===== src/rtl/board_pkg.sv =====
// Shared types and constants for the tic-tac-toe board tracker.
// Squares are numbered row-major 1..9 and map to board bit (k-1).
package board_pkg;

  typedef enum logic [2:0] {
    PLAY  = 3'd0,
    HWIN  = 3'd1,
    CWIN  = 3'd2,
    DRAW  = 3'd3,
    ERROR = 3'd4
  } state_t;

  localparam logic [3:0] NO_MOVE   = 4'hF;
  localparam logic [3:0] MAX_MOVES = 4'd9;

  // Rows, columns, then the two diagonals.
  localparam logic [8:0] WIN_LINES [8] = '{
    9'h007, 9'h038, 9'h1C0,
    9'h049, 9'h092, 9'h124,
    9'h111, 9'h054
  };

  function automatic logic [8:0] sq2mask(input logic [3:0] sq);
    logic [8:0] m;
    m = '0;
    if (sq >= 4'd1 && sq <= 4'd9) m[sq - 4'd1] = 1'b1;
    return m;
  endfunction

endpackage


===== src/rtl/line_detect.sv =====
// Flags whether an occupancy board holds any complete line.
// Purely combinational, zero latency; no flow control.
module line_detect
  import board_pkg::*;
(
  input  logic [8:0] board,
  output logic       hasLine
);

  always_comb begin
    hasLine = 1'b0;
    for (int i = 0; i < 8; i++) begin
      if ((board & WIN_LINES[i]) == WIN_LINES[i]) hasLine = 1'b1;
    end
  end

endmodule


===== src/rtl/board_tracker.sv =====
// Tracks board occupancy from hMove/cMove, rejects illegal moves, detects win/draw.
// A move sampled at edge n is visible in cycle n+1; no backpressure, moves are never stalled.
// Optional: BOARD_TRACKER_ILLEGAL_LOCK_EN latches any illegal move into a sticky ERROR state.
module board_tracker
  import board_pkg::*;
(
  input  logic       clock,
  input  logic       reset,
  input  logic [3:0] hMove,
  input  logic [3:0] cMove,
  output logic [8:0] xBoard,
  output logic [8:0] oBoard,
  output logic [3:0] moveCount,
  output logic       hWin,
  output logic       cWin,
  output logic       draw,
  output logic       gameOver,
  output logic       hIllegal,
  output logic       cIllegal
);

  state_t     state, stateNext;
  logic [8:0] xQ, oQ, xNext, oNext;
  logic [3:0] cnt, cntNext;
  logic [3:0] hLast, cLast;
  logic       hIllQ, cIllQ, hIllNext, cIllNext;
  logic       xLine, oLine;

  logic [8:0] hMask, cMask, hTake, cTake;
  logic       hBad, cBad;
  logic [3:0] cntSum;

  line_detect uXLine (.board(xQ), .hasLine(xLine));
  line_detect uOLine (.board(oQ), .hasLine(oLine));

  // A held value is one event: only a change into 1..9 counts.
  assign hMask = (hMove != hLast) ? sq2mask(hMove) : 9'h000;
  assign cMask = (cMove != cLast) ? sq2mask(cMove) : 9'h000;

  // Human goes first, so the computer also collides with the human's new square.
  assign hBad  = |(hMask & (xQ | oQ));
  assign hTake = hBad ? 9'h000 : hMask;
  assign cBad  = |(cMask & (xQ | oQ | hTake));
  assign cTake = cBad ? 9'h000 : cMask;

  assign cntSum = cnt + {3'b000, |hTake} + {3'b000, |cTake};

  always_ff @(posedge clock) begin
    if (reset) begin
      state <= PLAY;
      xQ    <= '0;
      oQ    <= '0;
      cnt   <= '0;
      hIllQ <= 1'b0;
      cIllQ <= 1'b0;
      hLast <= NO_MOVE;
      cLast <= NO_MOVE;
    end else begin
      state <= stateNext;
      xQ    <= xNext;
      oQ    <= oNext;
      cnt   <= cntNext;
      hIllQ <= hIllNext;
      cIllQ <= cIllNext;
      hLast <= hMove;
      cLast <= cMove;
    end
  end

  always_comb begin
    stateNext = state;
    xNext     = xQ;
    oNext     = oQ;
    cntNext   = cnt;
`ifdef BOARD_TRACKER_ILLEGAL_LOCK_EN
    hIllNext  = hIllQ;
    cIllNext  = cIllQ;
`else
    hIllNext  = 1'b0;
    cIllNext  = 1'b0;
`endif

    case (state)
      PLAY: begin
        // Lines are checked on the registered board, so the move that completes
        // the game already blocks any event arriving the next cycle.
        if (xLine) begin
          stateNext = HWIN;
        end else if (oLine) begin
          stateNext = CWIN;
        end else if (cnt == MAX_MOVES) begin
          stateNext = DRAW;
        end else begin
          hIllNext = hBad;
          cIllNext = cBad;
`ifdef BOARD_TRACKER_ILLEGAL_LOCK_EN
          if (hBad || cBad) begin
            stateNext = ERROR;
          end else begin
            xNext   = xQ | hTake;
            oNext   = oQ | cTake;
            cntNext = (cntSum > MAX_MOVES) ? MAX_MOVES : cntSum;
          end
`else
          xNext   = xQ | hTake;
          oNext   = oQ | cTake;
          cntNext = (cntSum > MAX_MOVES) ? MAX_MOVES : cntSum;
`endif
        end
      end
      default: begin
      end
    endcase
  end

  assign xBoard    = xQ;
  assign oBoard    = oQ;
  assign moveCount = cnt;
  assign hWin      = xLine;
  assign cWin      = oLine & ~xLine;
  assign draw      = (cnt == MAX_MOVES) & ~xLine & ~oLine;
  assign gameOver  = hWin | cWin | draw | (state == ERROR);
  assign hIllegal  = hIllQ;
  assign cIllegal  = cIllQ;

endmodule


===== config.mk =====
export PLATFORM = sky130hd
export DESIGN_NAME = board_tracker
export DESIGN_NICKNAME = d
export VERILOG_FILES = /design/src/rtl/board_pkg.sv /design/src/rtl/line_detect.sv /design/src/rtl/board_tracker.sv
export SDC_FILE = /design/constraint.sdc
export NUM_CORES = 1
export LEC_CHECK = 0
export CAP_MARGIN = 20
export CORE_ASPECT_RATIO = 0.75
export CORE_MARGIN = 3
export CORE_UTILIZATION = 45
export DETAILED_ROUTE_END_ITERATION = 8
export GPL_ROUTABILITY_DRIVEN = 0
export PLACE_DENSITY = 0.73
export SETUP_SLACK_MARGIN = 0.05
export SLEW_MARGIN = 10
export SYNTH_ARGS = -nofsm -noshare
export SYNTH_HDL_FRONTEND = slang
export SYNTH_SLANG_ARGS = --single-unit
export TNS_END_PERCENT = 1

===== constraint.sdc =====
create_clock -name clock -period 3.3 [get_ports clock]
set_input_delay 0.66 -clock clock [delete_from_list [all_inputs] [get_ports clock]]
set_output_delay 0.66 -clock clock [all_outputs]
set_load 0.02 [all_outputs]

==> results of run 1 <==
==> worst max-delay path, stage by stage <==
cell and delay [ns]:
buf_8 0.11, xor2_4 0.19, buf_6 0.15, o41a_1 0.43
a22o_1 0.28, nor2_2 0.15, nand4b_1 0.17, fa_2 0.40
inv_2 0.10, ha_4 0.15, xor2_1 0.17, nor2_1 0.07
o21ai_1 0.12, nor2_1 0.05, a211oi_1 0.22
==> cell usage in the layout (no fill, tap or decap), types with 3 or more instances in the layout <==
cell              n
buf_4            52
dfxtp_1          34
clkdlybuf4s50_1  29
nor2_1           27
nand2_1          12
a22o_1           11
nor3_1            7
or2_2             7
inv_1             6
o41ai_2           6
o21ai_0           5
o2bb2ai_1         5
clkbuf_8          5
xor2_4            4
nor2b_1           4
nand2b_1          4
o22ai_1           4
a21oi_1           4
o21a_1            3
xor2_1            3
nor4_1            3
a22oi_2           3
a32o_1            3
buf_6             3
==> stage by stage <==
stage | setup TNS, ns | instance area (um2) | setup WS [ns] | instances | hold slack [ns]
global placement | -2.12 | 2810 | -0.626 | 348 | 0.478
floorplan | 0 | 2150 | 0.0561 | 231 | 0.460
CTS | 0 | 3020 | 0.0509 | 363 | 0.507
finish | 0 | 3210 | 0.0952 | 370 | 0.513
global route | -0.163 | 3210 | -0.0965 | 370 | 0.543
detailed placement | -2.38 | 2810 | -0.699 | 348 | 0.489
==> how the worst min path moves through the flow <==
stage                        endpoint  slack [ns]              startpoint
3_5_place_dp    state[0]$_SDFFE_PP0P_        0.49   state[0]$_SDFFE_PP0P_
3_3_place_gp    state[0]$_SDFFE_PP0P_        0.48   state[0]$_SDFFE_PP0P_
6_report        state[0]$_SDFFE_PP0P_        0.51   state[0]$_SDFFE_PP0P_
5_1_grt        xBoard[3]$_SDFFE_PP0P_        0.54  xBoard[3]$_SDFFE_PP0P_
4_1_cts         state[0]$_SDFFE_PP0P_        0.51   state[0]$_SDFFE_PP0P_
2_1_floorplan   state[1]$_SDFFE_PP0P_        0.46   state[1]$_SDFFE_PP0P_
==> cell type report <==
cell class | count | area (um2) | share of cell area, %
multi-input cells | 175 | 1540 | 48.0
repair buffers | 90 | 786 | 24.4
flip-flops and latches | 34 | 681 | 21.2
clock buffers | 7 | 76.3 | 2.37
well taps | 55 | 68.8 | 2.14
clock inverters | 1 | 30.0 | 0.934
inverters | 8 | 30.0 | 0.934
==> power groups by stage <==
stage | clock network (W) | registers [W] | logic [W]
global route | 0.000406 | 0.000480 | 0.000385
CTS | 0.000384 | 0.000470 | 0.000310
global placement | 0 | 0.000478 | 0.000292
floorplan | 0 | 0.000495 | 0.000157
finish | 0.000385 | 0.000476 | 0.000354
detailed placement | 0 | 0.000479 | 0.000295
==> per-layer routing <==
metal | track usage (%) | up-vias | share of wire, %
met3 | 5.84 | 16 | 8.3
li1 | - | 1053 | -
met1 | 35.9 | 1054 | 46
met5 | 0 | - | 0
met4 | 6.32 | 0 | 1.8
met2 | 34.9 | 99 | 44
==> repair_timing <==
item,4_1_cts,5_1_grt
hold buffers,0,0
resized for setup,28,40
pin swaps,11,25
setup buffers,7,7
endpoints found under the setup margin,4,4
==> cells by family (layout without fill, tap and decap cells) <==
group                      after synthesis  in the layout  synth area share, %
muxes                                    2              2                 1.56
DFF                                     34             34                 32.7
buffers and inverters                   22            106                 4.86
xor gates and xnor gates                10             10                 4.56
adders and majority gates                2              2                 1.56
AOI/OAI and AO/OA                       70             70                 30.6
and+or+nand+nor                         91             91                 24.2
==> flip-flops by register name, summed over array words and instances (netlist names) <==
name       cells
oBoard         9
moveCount      4
cLast          4
state          2
cIllegal       1
hLast          4
hIllegal       1
xBoard         9
==> metrics.txt, run 1 <==
clock slew at reported path FFs=0.07 ns; Reg2Reg Depth=14; Final Setup Violations=0; # diodes=0; Slew Viols, Final=0; GRT Total Usage=24.2%; Net Count, Synth=243; Layout Skew=0.00678 ns; Vias/cell=6.01; Worst VDD drop=287 uV; Fmax=0.312 GHz; Pleak=1.25 nW; largest area contributor in the netlist=dfxtp_1; final WL=6780 um; chip height=64.9 um; Final min period=3.20 ns; Tightest Pin Transition=0.594 ns; CTS buffer count=5; Hold Crit Depth=1; first-pass GRT wire length=10600 um; CP endpoint=moveCount[0]$_SDFFE_PP0P_; WP data required=3.51 ns; Initial DRC Count=155; clk sink count=34; Comb power frac=29.1%; syn_area_per_cell=9.02 um2; CP Class=in -> reg; post-layout util=75.6%; clock power share=31.7%; EDFF count, synth=0; # rows=20; Hold Vio Cnt, Final=0; max-cap viol count=0; grt ovf=0; DR pass1 iterations=4; Final period util=97.1%; Async S/R FF share, synth=0%; sw frac=31.4%; count of buffers from port buffering=37; flop2flop setup slack=0.16 ns; Psw=0.000381 W; FF+latch count, synth=34; drt drc=0; commonest cells in the netlist=dfxtp_1 (34), nor2_1 (28), nand2_1 (12); clk buf depth=2; die width=84.6 um; layout cells sized above 1=35.6%; most common cell in the netlist=dfxtp_1; Starting Density=49.0%; H-tree depth=2; worst r2r src=hLast[3]$_SDFF_PP1_; Wirelength per Cell=18.3 um; worst min path class=reg -> reg; post-synthesis sequential area ratio=32.7%; Crit. End Element=flop; die area=0.00549 mm2; Cell Pwr Density=378 mW/mm2; critical path startpoint category=primary input; Clk Latency, worst-skew pair=0.30 ns; Clock Tree Root=clkbuf_8; synthesis warning total=0; CTS tree=yes; Final HPWL DP=4520 um; Critical Path Start=hMove[3]; io pins=38; filler cell count=308; status=finished clean; largest net degree at the start of global routing=18; sequential power share=39.2%; Int Pwr=0.000835 W; top cell type's share of synthesized area=32.7%; Layout Nets=326; synth unique cells=61; Synth Cell Area=0.00208 mm2; Slew headroom=59.9%; R2R Path End=moveCount[0]$_SDFFE_PP0P_; Arrival @ worst endpoint=3.41 ns; vias in the first global route=2070; Mapped Cells=231; top_reg_cell synth=dfxtp_1; RSZ-0062 raised after global routing=true; CP max FO=6; Detail Route Antenna Nets=0; largest cells by area after synthesis=dfxtp_1 (33%), nor2_1 (5.0%), o41ai_2 (4.7%); Vias=2222; initial antenna violation count=0; Layout area overhead=54.3%; core outline area=0.00425 mm2; Pwr Total=0.00122 W
Note: power is estimated with default switching activity, not from simulation.
==> run 2, diff against run 1 <==
--- a/config.mk
+++ b/config.mk
@@ -5,6 +5,7 @@
 export SDC_FILE = /design/constraint.sdc
 export NUM_CORES = 1
 export LEC_CHECK = 0
+export ABC_AREA = 1
 export CAP_MARGIN = 20
 export CORE_ASPECT_RATIO = 0.75
 export CORE_MARGIN = 3
==> run 2 against run 1 <==
Against the previous run:
- the flow now finishes with violations (setup timing)
- synthesized cell count up 30%
- die area down 0.55%
- power down 4.6%
- combinational power up 1%
- clock skew up 0.0020 ns
- final area up 3.1%
- critical path type unchanged
==> metrics.txt, run 2 <==
Post-Synth XOR/XNOR Area=2.54% (-2.0 points); final WL=7690 um (+13%); Fmax=0.301 GHz (-3.6%); Worst VDD drop=216 uV (-25%); synthesis warning total=0 (unchanged); commonest cells in the netlist=nand2_1 (63), inv_1 (43), nor2_1 (35); clock slew at reported path FFs=0.07 ns (about the same); Pleak=1.55 nW (+25%); Tightest Pin Transition=0.556 ns (-0.0379 ns); Hold-fix buffers, CTS=0 (unchanged); Final period util=101% (+3.6 points); FF+latch count, synth=34 (unchanged); RSZ-0062 raised after global routing=true; R2R Path End=moveCount[1]$_SDFFE_PP0P_; Layout area overhead=60.0%; simple-gate share of the synthesized area=38.6% (+14 points); most common cell in the netlist=nand2_1; initial antenna violation count=0 (unchanged); Layout Cells excl Fill=449 (+21%); Mapped Cells=300 (+30%); worst r2r src=hLast[0]$_SDFF_PP1_; Synth Cell Area=0.00207 mm2 (-0.60%); Final WS setup=-0.0251 ns (-0.120 ns); mux cell area share after synthesis=0% (-1.6 points); CP max FO=6 (unchanged); syn_area_per_cell=6.90 um2 (-23%); Net Count, Synth=312 (+28%); die width=84.3 um (-0.28%); EDFF count, synth=0 (unchanged); H-tree depth=2 (unchanged); chip height=64.7 um (-0.28%); Wirelength per Cell=17.1 um (-6.5%); Starting Density=49.0% (about the same); Final Setup Violations=1 (+1); top_reg_cell synth=dfxtp_1; DR pass1 iterations=6 (+2); CP Class=in -> reg; Final Instance Area=0.00331 mm2 (+3.1%); post-layout util=78.3% (+2.8 points); GRT Total Usage=24.3% (+0.046 points); clk sink count=34 (unchanged); max-cap viol count=0 (unchanged); critical path startpoint category=primary input; grt ovf=0 (unchanged); largest area contributor in the netlist=dfxtp_1; failing checks=setup timing; Async S/R FF share, synth=0% (unchanged); Crit. End Element=flop; Initial DRC Count=232 (+50%); io pins=38 (unchanged); status=complete, but fails checks; count of buffers from port buffering=37 (unchanged); Critical-path top delay cell=fa_2; largest family of logic cells by synthesized area=simple AND/OR/NAND/NOR gates; Clock Tree Root=clkbuf_8; # diodes=0 (unchanged); most common cell after layout, fill and taps aside=buf_4; cell family with most CP delay=simple AND/OR/NAND/NOR gates; filler cell count=285 (-7.5%); Slew headroom=62.6% (+2.7 points); CP most frequent cell=nand2_2; Reg2Reg Depth=25 (+11); Detail Route Antenna Nets=0 (unchanged); drt drc=0 (unchanged); commonest non-fill, non-tap cells in the layout=buf_4 (48), inv_1 (42), nand2_1 (40); clk buf depth=2 (unchanged); post-synthesis sequential area ratio=32.9% (+0.20 points); largest cells by area after synthesis=dfxtp_1 (33%), nand2_1 (11%), inv_1 (7.8%); Cell Pwr Density=350 mW/mm2 (-7.4%); vias in the first global route=2244 (+8.4%); Synth Area in Compound Gates=13.6% (-17 points); Post-Synth Adder-Cell Area=1.57% (+0.0094 points); CTS tree=yes; layout cells sized above 1=35.0% (-0.53 points); Slew Viols, Final=0 (unchanged); Vias=2563 (+15%); Worst Path Buf+Inv=6 (+3); Layout Skew=0.00873 ns (+0.00195 ns); Clk Latency, worst-skew pair=0.30 ns (about the same); # rows=20 (unchanged); Vias/cell=5.71 (-4.9%); flop2flop setup slack=0.12 ns (-0.04 ns); Arrival @ worst endpoint=3.54 ns (+0.13 ns); first-pass GRT wire length=10600 um (+0.78%); Hold Vio Cnt, Final=0 (unchanged); CTS buffer count=5 (unchanged); Final min period=3.33 ns (+0.120 ns); Final HPWL DP=4700 um (+4.1%); core outline area=0.00423 mm2 (-0.59%); worst min path class=reg -> reg; critical path depth in cells=26 (+11); CP endpoint=moveCount[1]$_SDFFE_PP0P_; placed cell count=427 (+23%); Critical Path Start=hMove[0]; WP data required=3.52 ns (about the same); hold slack=0.475 ns (-0.0382 ns); largest net degree at the start of global routing=19 (+1); die area=0.00546 mm2 (-0.55%); Layout Nets=405 (+24%); post-placement cell area=0.00281 mm2 (about the same); CP max stage delay=0.35 ns (-0.08 ns); top cell type's share of synthesized area=32.9% (+0.20 points); synth unique cells=35 (-43%)
## run 2: changes by cell type in the layout (fill, tap and decap cells not counted), sizes merged, moves of 6 or more
| cell | before | now |
|---|---|---|
| nand3b | 0 | 9 |
| o22ai | 4 | 16 |
| nand2 | 13 | 67 |
| a22o | 11 | 2 |
| nand3 | 3 | 28 |
| nor2 | 28 | 44 |
| or2 | 7 | 1 |
| o41ai | 10 | 0 |
| inv | 7 | 49 |
## run 2: logic make-up after synthesis
logic type	Yosys count
AND/OR/NAND/NOR	159
buffers and inverters	56
AO/OA/AOI/OAI	43
flip-flops	34
XOR/XNOR	6
adder cells (fa/ha/maj)	2
## run 2: worst register-to-register path: cells and delay by family, from the launching register on
family / cells / cell delay (ns)
adders and majority gates: 1 / 0.35
xor gates and xnor gates: 1 / 0.21
and+or+nand+nor: 16 / 1.50
buffers and inverters: 5 / 0.45
AOI/OAI and AO/OA: 2 / 0.27
DFF: 1 / 0.32
## run 2: cell type report
cell class	count	area (um2)	area share, %
multi-input cells	213	1460	43.9
repair buffers	90	821	24.8
flip-flops and latches	34	681	20.5
inverters	49	196	5.93
clock buffers	7	86.3	2.61
well taps	55	68.8	2.08
clock inverters	1	5.00	0.151
## run 2: how the worst min path moves through the flow
stage / slack, ns / cells after the start / startpoint / to
floorplan: 0.44 / 1 / state[0]$_SDFFE_PP0P_ / state[0]$_SDFFE_PP0P_
global placement: 0.45 / 1 / state[1]$_SDFFE_PP0P_ / state[1]$_SDFFE_PP0P_
detailed placement: 0.46 / 1 / state[1]$_SDFFE_PP0P_ / state[1]$_SDFFE_PP0P_
CTS: 0.48 / 1 / state[1]$_SDFFE_PP0P_ / state[1]$_SDFFE_PP0P_
global route: 0.49 / 1 / state[1]$_SDFFE_PP0P_ / state[1]$_SDFFE_PP0P_
finish: 0.47 / 1 / state[1]$_SDFFE_PP0P_ / state[1]$_SDFFE_PP0P_
## run 2: what timing repair did
item                       CTS  global route
resized for setup           39            55
cloned                       2             1
pin swaps                   20            35
setup buffers                3             8
setup endpoints to repair    4             5
## run 2: per-stage QoR
| step | TNS, ns | total power, W | setup slack, ns |
|---|---|---|---|
| global route | -0.470 | 0.00121 | -0.156 |
| finish | -0.0251 | 0.00116 | -0.0251 |
| CTS | 0 | 0.00111 | 0.0595 |
| detailed placement | -2.49 | 0.000770 | -0.670 |
| global placement | -2.03 | 0.000763 | -0.558 |
| floorplan | 0 | 0.000638 | 0.00106 |
## run 2: routing by layer
| metal | part of all wire (%) | global-route usage (%) |
|---|---|---|
| met5 | 0 | 0 |
| met4 | 2.5 | 4.94 |
| met3 | 8.6 | 5.97 |
| met2 | 47 | 38.2 |
| met1 | 42 | 33.9 |
## run 2: power breakdown
part | switching (W) | total, W | internal, W
sequential | 0.0000323 | 0.000472 | 0.000439
clock | 0.000163 | 0.000331 | 0.000168
combinational | 0.000198 | 0.000358 | 0.000160
==> run 3, diff against run 2 <==
--- a/config.mk
+++ b/config.mk
@@ -17,5 +17,6 @@
 export SLEW_MARGIN = 10
 export SYNTH_ARGS = -nofsm -noshare
 export SYNTH_HDL_FRONTEND = slang
+export SYNTH_HIERARCHICAL = 1
 export SYNTH_SLANG_ARGS = --single-unit
 export TNS_END_PERCENT = 1
==> run 3 against run 2 <==
Against the previous run:
- the run now ends clean
- wire length fell by 2.9%
- synthesized cell count rose by 9.0%
- maximum frequency rose by 0.96%
- cell count rose by 8.0%
- die area rose by 2.1%
- final area fell by 0.76%
- combinational power rose by 15%
- power rose by 6.8%
- critical path type unchanged
- largest power group unchanged
==> metrics.txt, run 3 <==
worst min path class=reg -> reg; CP Class=in -> reg; Detail Route Antenna Nets=0 (unchanged); CP most frequent cell=nand2_1; DR pass1 iterations=5 (-1); first-pass GRT wire length=10600 um (+0.13%); CP max stage delay=0.34 ns (about the same); RSZ-0062 raised after global routing=true; largest cells by area after synthesis=dfxtp_1 (32%), nand2_1 (21%), nor2_1 (6.7%); most common cell after layout, fill and taps aside=nand2_1; Layout area overhead=55.3%; clock power share=27.3% (-1.2 points); die area=0.00557 mm2 (+2.1%); clk buf depth=2 (unchanged); commonest non-fill, non-tap cells in the layout=nand2_1 (105), buf_4 (57), dfxtp_1 (34); post-layout util=76.8% (-1.5 points); largest net degree at the start of global routing=28 (+9); Vias=2649 (+3.4%); Fmax=0.304 GHz (+0.96%); Cell Pwr Density=377 mW/mm2 (+7.6%); top cell type's share of synthesized area=32.2% (-0.72 points); # diodes=0 (unchanged); grt ovf=0 (unchanged); final WL=7470 um (-2.9%); Hold Vio Cnt, Final=0 (unchanged); Clock Tree Root=clkbuf_8; cell family with most CP delay=simple AND/OR/NAND/NOR gates; most common cell in the netlist=nand2_1; largest area contributor in the netlist=dfxtp_1; Layout Cells excl Fill=485 (+8.0%); Post-Synth Adder-Cell Area=1.54% (-0.034 points); io pins=38 (unchanged); clock slew at reported path FFs=0.08 ns (about the same); Final period util=99.8% (-0.96 points); H-tree depth=2 (unchanged); FF+latch count, synth=34 (unchanged); Net Count, Synth=339 (+8.7%); drt drc=0 (unchanged); largest family of logic cells by synthesized area=simple AND/OR/NAND/NOR gates; Tightest Pin Transition=0.438 ns (-0.118 ns); Async S/R FF share, synth=0% (unchanged); area occupied by multi-input gates=0.00148 mm2 (+1.5%); Synth Cell Area=0.00212 mm2 (+2.2%); Slew Viols, Final=0 (unchanged); clk sink count=34 (unchanged); status=finished clean; Clk Latency, worst-skew pair=0.30 ns (about the same); vias in the first global route=2261 (+0.76%); die width=85.2 um (+1.0%); Wirelength per Cell=15.4 um (-10%); # rows=20 (unchanged); worst r2r src=hLast[1]$_SDFF_PP1_; Mapped Cells=327 (+9.0%); Layout Nets=441 (+8.9%); Initial DRC Count=354 (+53%); placed cell count=460 (+7.7%); Comb power frac=33.1% (+2.3 points); Final Setup Violations=0 (-1); Layout Skew=0.00559 ns (-0.00314 ns); hold path start=state[1]$_SDFFE_PP0P_; Worst VDD drop=296 uV (+37%); WP data required=3.54 ns (+0.02 ns); storage element area=681 um2 (unchanged); filler cell count=296 (+3.9%); Crit. End Element=flop; Int Pwr=0.000797 W (+3.7%); layout cells sized above 1=31.2% (-3.9 points); Final min period=3.29 ns (-0.0316 ns); EDFF count, synth=0 (unchanged); Vias/cell=5.46 (-4.3%); CTS tree=yes; Slew headroom=70.6% (+8.0 points); Critical Path Start=hMove[1]; synthesis warning total=6 (+6); core outline area=0.00428 mm2 (+1.2%); Hold Crit Depth=1 (unchanged); Final HPWL DP=4670 um (-0.68%); commonest cells in the netlist=nand2_1 (116), nor2_1 (38), dfxtp_1 (34); R2R Path End=moveCount[2]$_SDFFE_PP0P_; Pwr Total=0.00124 W (+6.8%); post-synthesis sequential area ratio=32.2% (-0.72 points); critical path startpoint category=primary input; Arrival @ worst endpoint=3.53 ns (about the same); mux cell area share after synthesis=0% (unchanged); simple-gate share of the synthesized area=48.0% (+9.4 points); syn_area_per_cell=6.47 um2 (-6.2%); Critical-path top delay cell=fa_2; Post-Synth XOR/XNOR Area=2.48% (-0.055 points); top_reg_cell synth=dfxtp_1; GRT Total Usage=24.4% (+0.080 points); flop2flop setup slack=0.21 ns (+0.09 ns); max-cap viol count=0 (unchanged); pre-CTS setup slack=-0.734 ns (-0.0633 ns); sw frac=35.7% (+1.9 points); CP max FO=5 (-1); Hold Path End=state[1]$_SDFFE_PP0P_; CTS buffer count=5 (unchanged); initial antenna violation count=0 (unchanged); Worst Path Buf+Inv=5 (-1); synth unique cells=34 (-2.9%); Starting Density=49.5% (+0.51 points); Pleak=1.67 nW (+7.1%); Reg2Reg Depth=25 (unchanged); count of buffers from port buffering=37 (unchanged); Synth Area in Compound Gates=7.39% (-6.2 points); chip height=65.4 um (+1.0%); Final WS setup=0.00659 ns (+0.0316 ns); Psw=0.000443 W (+13%); sequential power share=39.6% (-1.1 points)
## run 3: changes by cell type after synthesis, moves of 2 or more
cell | previous run | this run
o22ai_1 | 16 | 2
nor3_1 | 5 | 8
a22o_1 | 2 | 0
nor2_2 | 5 | 2
inv_1 | 43 | 31
nor2_1 | 35 | 38
nand2_1 | 63 | 116
## run 3: per-stage QoR
stage	TNS [ns]	hold slack (ns)	instance area (um2)
2_1_floorplan	-0.00229	0.441	2130
3_3_place_gp	-2.62	0.449	2880
3_5_place_dp	-2.80	0.456	2880
4_1_cts	0	0.473	3140
5_1_grt	-0.511	0.480	3290
6_report	0	0.472	3290
## run 3: area by class of cell
class / count / area share [%]
Multi-Input combinational cell: 252 / 44.9
Inverter: 38 / 4.49
Clock inverter: 1 / 0.152
Sequential cell: 34 / 20.7
Timing Repair Buffer: 98 / 25.0
Tap cell: 55 / 2.09
Clock buffer: 7 / 2.63
## run 3: logic make-up (layout without fill, tap and decap cells)
kind of cell    after synthesis  count (layout)
compound gates               25              25
xor+xnor                      6               6
fa+ha+maj                     2               2
buf+inv                      44             144
flops                        34              34
simple gates                216             219
## run 3: worst max-delay path by stage
stage                                     end  slack, ns  cells after the start
finish              moveCount[2]$_SDFFE_PP0P_      0.007                     26
global route        moveCount[2]$_SDFFE_PP0P_      -0.17                     26
CTS                 moveCount[1]$_SDFFE_PP0P_       0.05                     24
detailed placement  moveCount[2]$_SDFFE_PP0P_      -0.73                     25
global placement    moveCount[2]$_SDFFE_PP0P_      -0.68                     26
floorplan           moveCount[2]$_SDFFE_PP0P_     -0.002                     27
## run 3: power by group through the flow
stage / combinational, W / sequential (W) / clock (W)
final: 0.000410 / 0.000491 / 0.000338
after global routing: 0.000445 / 0.000495 / 0.000348
after CTS: 0.000368 / 0.000487 / 0.000339
after detailed placement: 0.000344 / 0.000493 / 0
after global placement: 0.000341 / 0.000493 / 0
after floorplan: 0.000164 / 0.000519 / 0
## run 3: routing by layer
metal	GRT usage, %	routed length [um]	vias up
met1	34.7	3290	1195
met4	8.89	256	0
met2	36.7	3190	164
met3	4.26	737	34
li1	-	-	1256
met5	0	0	-
## run 3: what timing repair did
action	4_1_cts	5_1_grt
setup buffers	7	6
hold buffers	0	0
gates resized for setup	30	31
endpoints found under the setup margin	4	4
pin swaps	18	17
gates cloned	3	1
==> patch (flow settings as in run 2) <==
Reset style: asynchronous (`reset`), changed in one clocked block.
--- a/src/rtl/board_tracker.sv
+++ b/src/rtl/board_tracker.sv
@@ -47,3 +47,3 @@
 
-  always_ff @(posedge clock) begin
+  always_ff @(posedge clock or posedge reset) begin
     if (reset) begin
Behaviour: differs if reset is asserted again (counterexample within 4 cycles, from zero or initial values and one cycle with reset high); with reset held inactive, the same outputs for 4 cycles.
==> patch against run 2 <==
The flow still finishes with violations (negative setup slack). Critical path type unchanged. Count of clock-buffer cells in the layout stayed put. Design area is 3.1% higher. Area after synthesis is 2.0% higher. Worst setup slack worse by 0.11 ns. Sequential cell count stayed put. Routed wire length is 8.3% lower. Power is 12% lower.
==> patch: results (changes against run 2) <==
* Met2 global-route usage at 0.397 (+0.0154)
* Half-perimeter wire length of the detailed placement result at 4.73 mm (+0.60%)
* Post-synthesis async set-or-reset flop share at 1.00 (+1.00)
* Number of combinational gates with multiple inputs at 193 (-9.4%)
* Fraction of standard cell area in multi-input logic at 0.392 (-0.0470)
* NonClk Buf Share at 0.251 (+0.00346)
* Post-synthesis net count at 297 (-4.8%)
* Maximum clock skew at final layout at 0.00578 ns (-0.00295 ns)
* Met1 layer usage reported by global route at 0.370 (+0.0309)
* Outcome: complete, but fails checks
* Routed length on met2 at 3.21 mm (-10%)
* Fraction of final layout cells with drive strength greater than 1 at 0.377 (+0.0270)
* Violated checks: negative setup slack
* Non-clock buffers at 100 (+11%)
* Total placed instance area at 3020 sq um (+7.5%)
* Main area contributors after synthesis: sky130_fd_sc_hd__dfrtp_1 31%, sky130_fd_sc_hd__dfstp_2 10%, sky130_fd_sc_hd__nand2_1 10%
* Core area at 4280 sq um (+1.2%)
* Total routed wire length on the met1 layer at 3.18 mm (-1.9%)
* Via count of the first global-routing pass at 2312 (+3.0%)
* Pre-antenna DRT Iters at 5 (-1)
* Inverters at 52 (+6.1%)
* Number of warnings issued by yosys at 0 (unchanged)
* Register area share after synthesis at 0.408 (+0.0789)
* P_sw at 0.306 mW (-22%)
* Maximum number of pins on one net before global-route repair at 28 (+9)
* Global-route wire length before repair at 11.2 mm (+5.5%)
* Detail Route met3 WL at 564 um (-15%)
* Slowest CP cell: sky130_fd_sc_hd__nor2_4
* Final setup viols at 3 (+2)
* Static power due to leakage at 1.64 nW (+5.2%)
* Biggest cell delay along the critical path at 0.24 ns (-0.11 ns)
* Worst max-slew margin expressed relative to the limit at 0.667 (+0.0408)
* Count of routing violations after the opening detailed-route iteration at 286 (+23%)
* Relative area of clock buffers and inverters in the final design at 0.0267 (-0.000838)
* Number of distinct standard cells referenced by the synthesized netlist at 31 (-11%)
* Post-layout net count at 398 (-1.7%)
* Total global-route track usage at 0.257 (+0.0143)
* Global routing usage on met3 at 0.0489 (-0.0108)
* Total detailed-routing wirelength at 7.06 mm (-8.3%)
* Flip-flop and latch share of the layout cell area at 0.252 (+0.0465)
* Largest voltage drop on the vdd net at 0.225 mV (+4.0%)
* Most frequent cells after synthesis: 56 x sky130_fd_sc_hd__nand2_1, 49 x sky130_fd_sc_hd__inv_1, 33 x sky130_fd_sc_hd__nor2_1, 26 x sky130_fd_sc_hd__dfrtp_1, 23 x sky130_fd_sc_hd__nand3_1
* FILL cells at 273 (-4.2%)
* Post-synthesis average cell area at 7.41 sq um (+7.4%)
* Setup slack of the critical path after layout at -0.136 ns (-0.111 ns)
* Arrival time of data at the critical path endpoint at 3.64 ns (+0.10 ns)
* Number of antenna violations at the first check in global routing at 0 (unchanged)
* Total via count in the routed design at 2420 (-5.6%)
-- patch: cell count changes in the layout (fill, tap and decap cells not counted), moves of 5 or more --
cell	run 2	this run
sky130_fd_sc_hd__nand2_2	21	13
sky130_fd_sc_hd__nor2_1	31	26
sky130_fd_sc_hd__dfrtp_1	0	26
sky130_fd_sc_hd__o22ai_1	16	8
sky130_fd_sc_hd__inv_1	42	47
sky130_fd_sc_hd__dfstp_2	0	8
sky130_fd_sc_hd__dfxtp_1	34	0
sky130_fd_sc_hd__buf_4	48	59
-- patch: worst paths after layout --
path	start	to	slack, ns
worst max-delay path	hMove[1]	moveCount[1]$_DFFE_PP0P_	-0.14
worst min-delay path	hMove[0]	hLast[0]$_DFF_PP1_	0.50
worst max register to register	hLast[1]$_DFF_PP1_	moveCount[0]$_DFFE_PP0P_	-0.11
worst min register to register	state[1]$_DFFE_PP0P_	state[1]$_DFFE_PP0P_	0.50
max in group asynchronous	reset	cLast[2]$_DFF_PP1_	2.02
min in group asynchronous	reset	state[0]$_DFFE_PP0P_	0.61
-- patch: per-stage QoR --
stage	worst slack, ns	setup TNS (ns)
finish	-0.136	-0.302
global route	-0.318	-0.907
CTS	0.0180	0
detailed placement	-0.853	-3.24
global placement	-0.762	-2.89
floorplan	-0.138	-0.407
-- patch: cell families after synthesis --
kind of cell	Yosys count	share of synthesized area
compound gates	38	0.111
xor+xnor	7	0.0290
fa+ha+maj	2	0.0154
buf+inv	59	0.116
flops	34	0.408
simple gates	145	0.321
-- patch: what timing repair did --
item / CTS / global route
setup buffers: 5 / 1
resized for setup: 59 / 23
gates cloned: 1 / 0
pin swaps: 20 / 14
setup endpoints to repair: 4 / 4
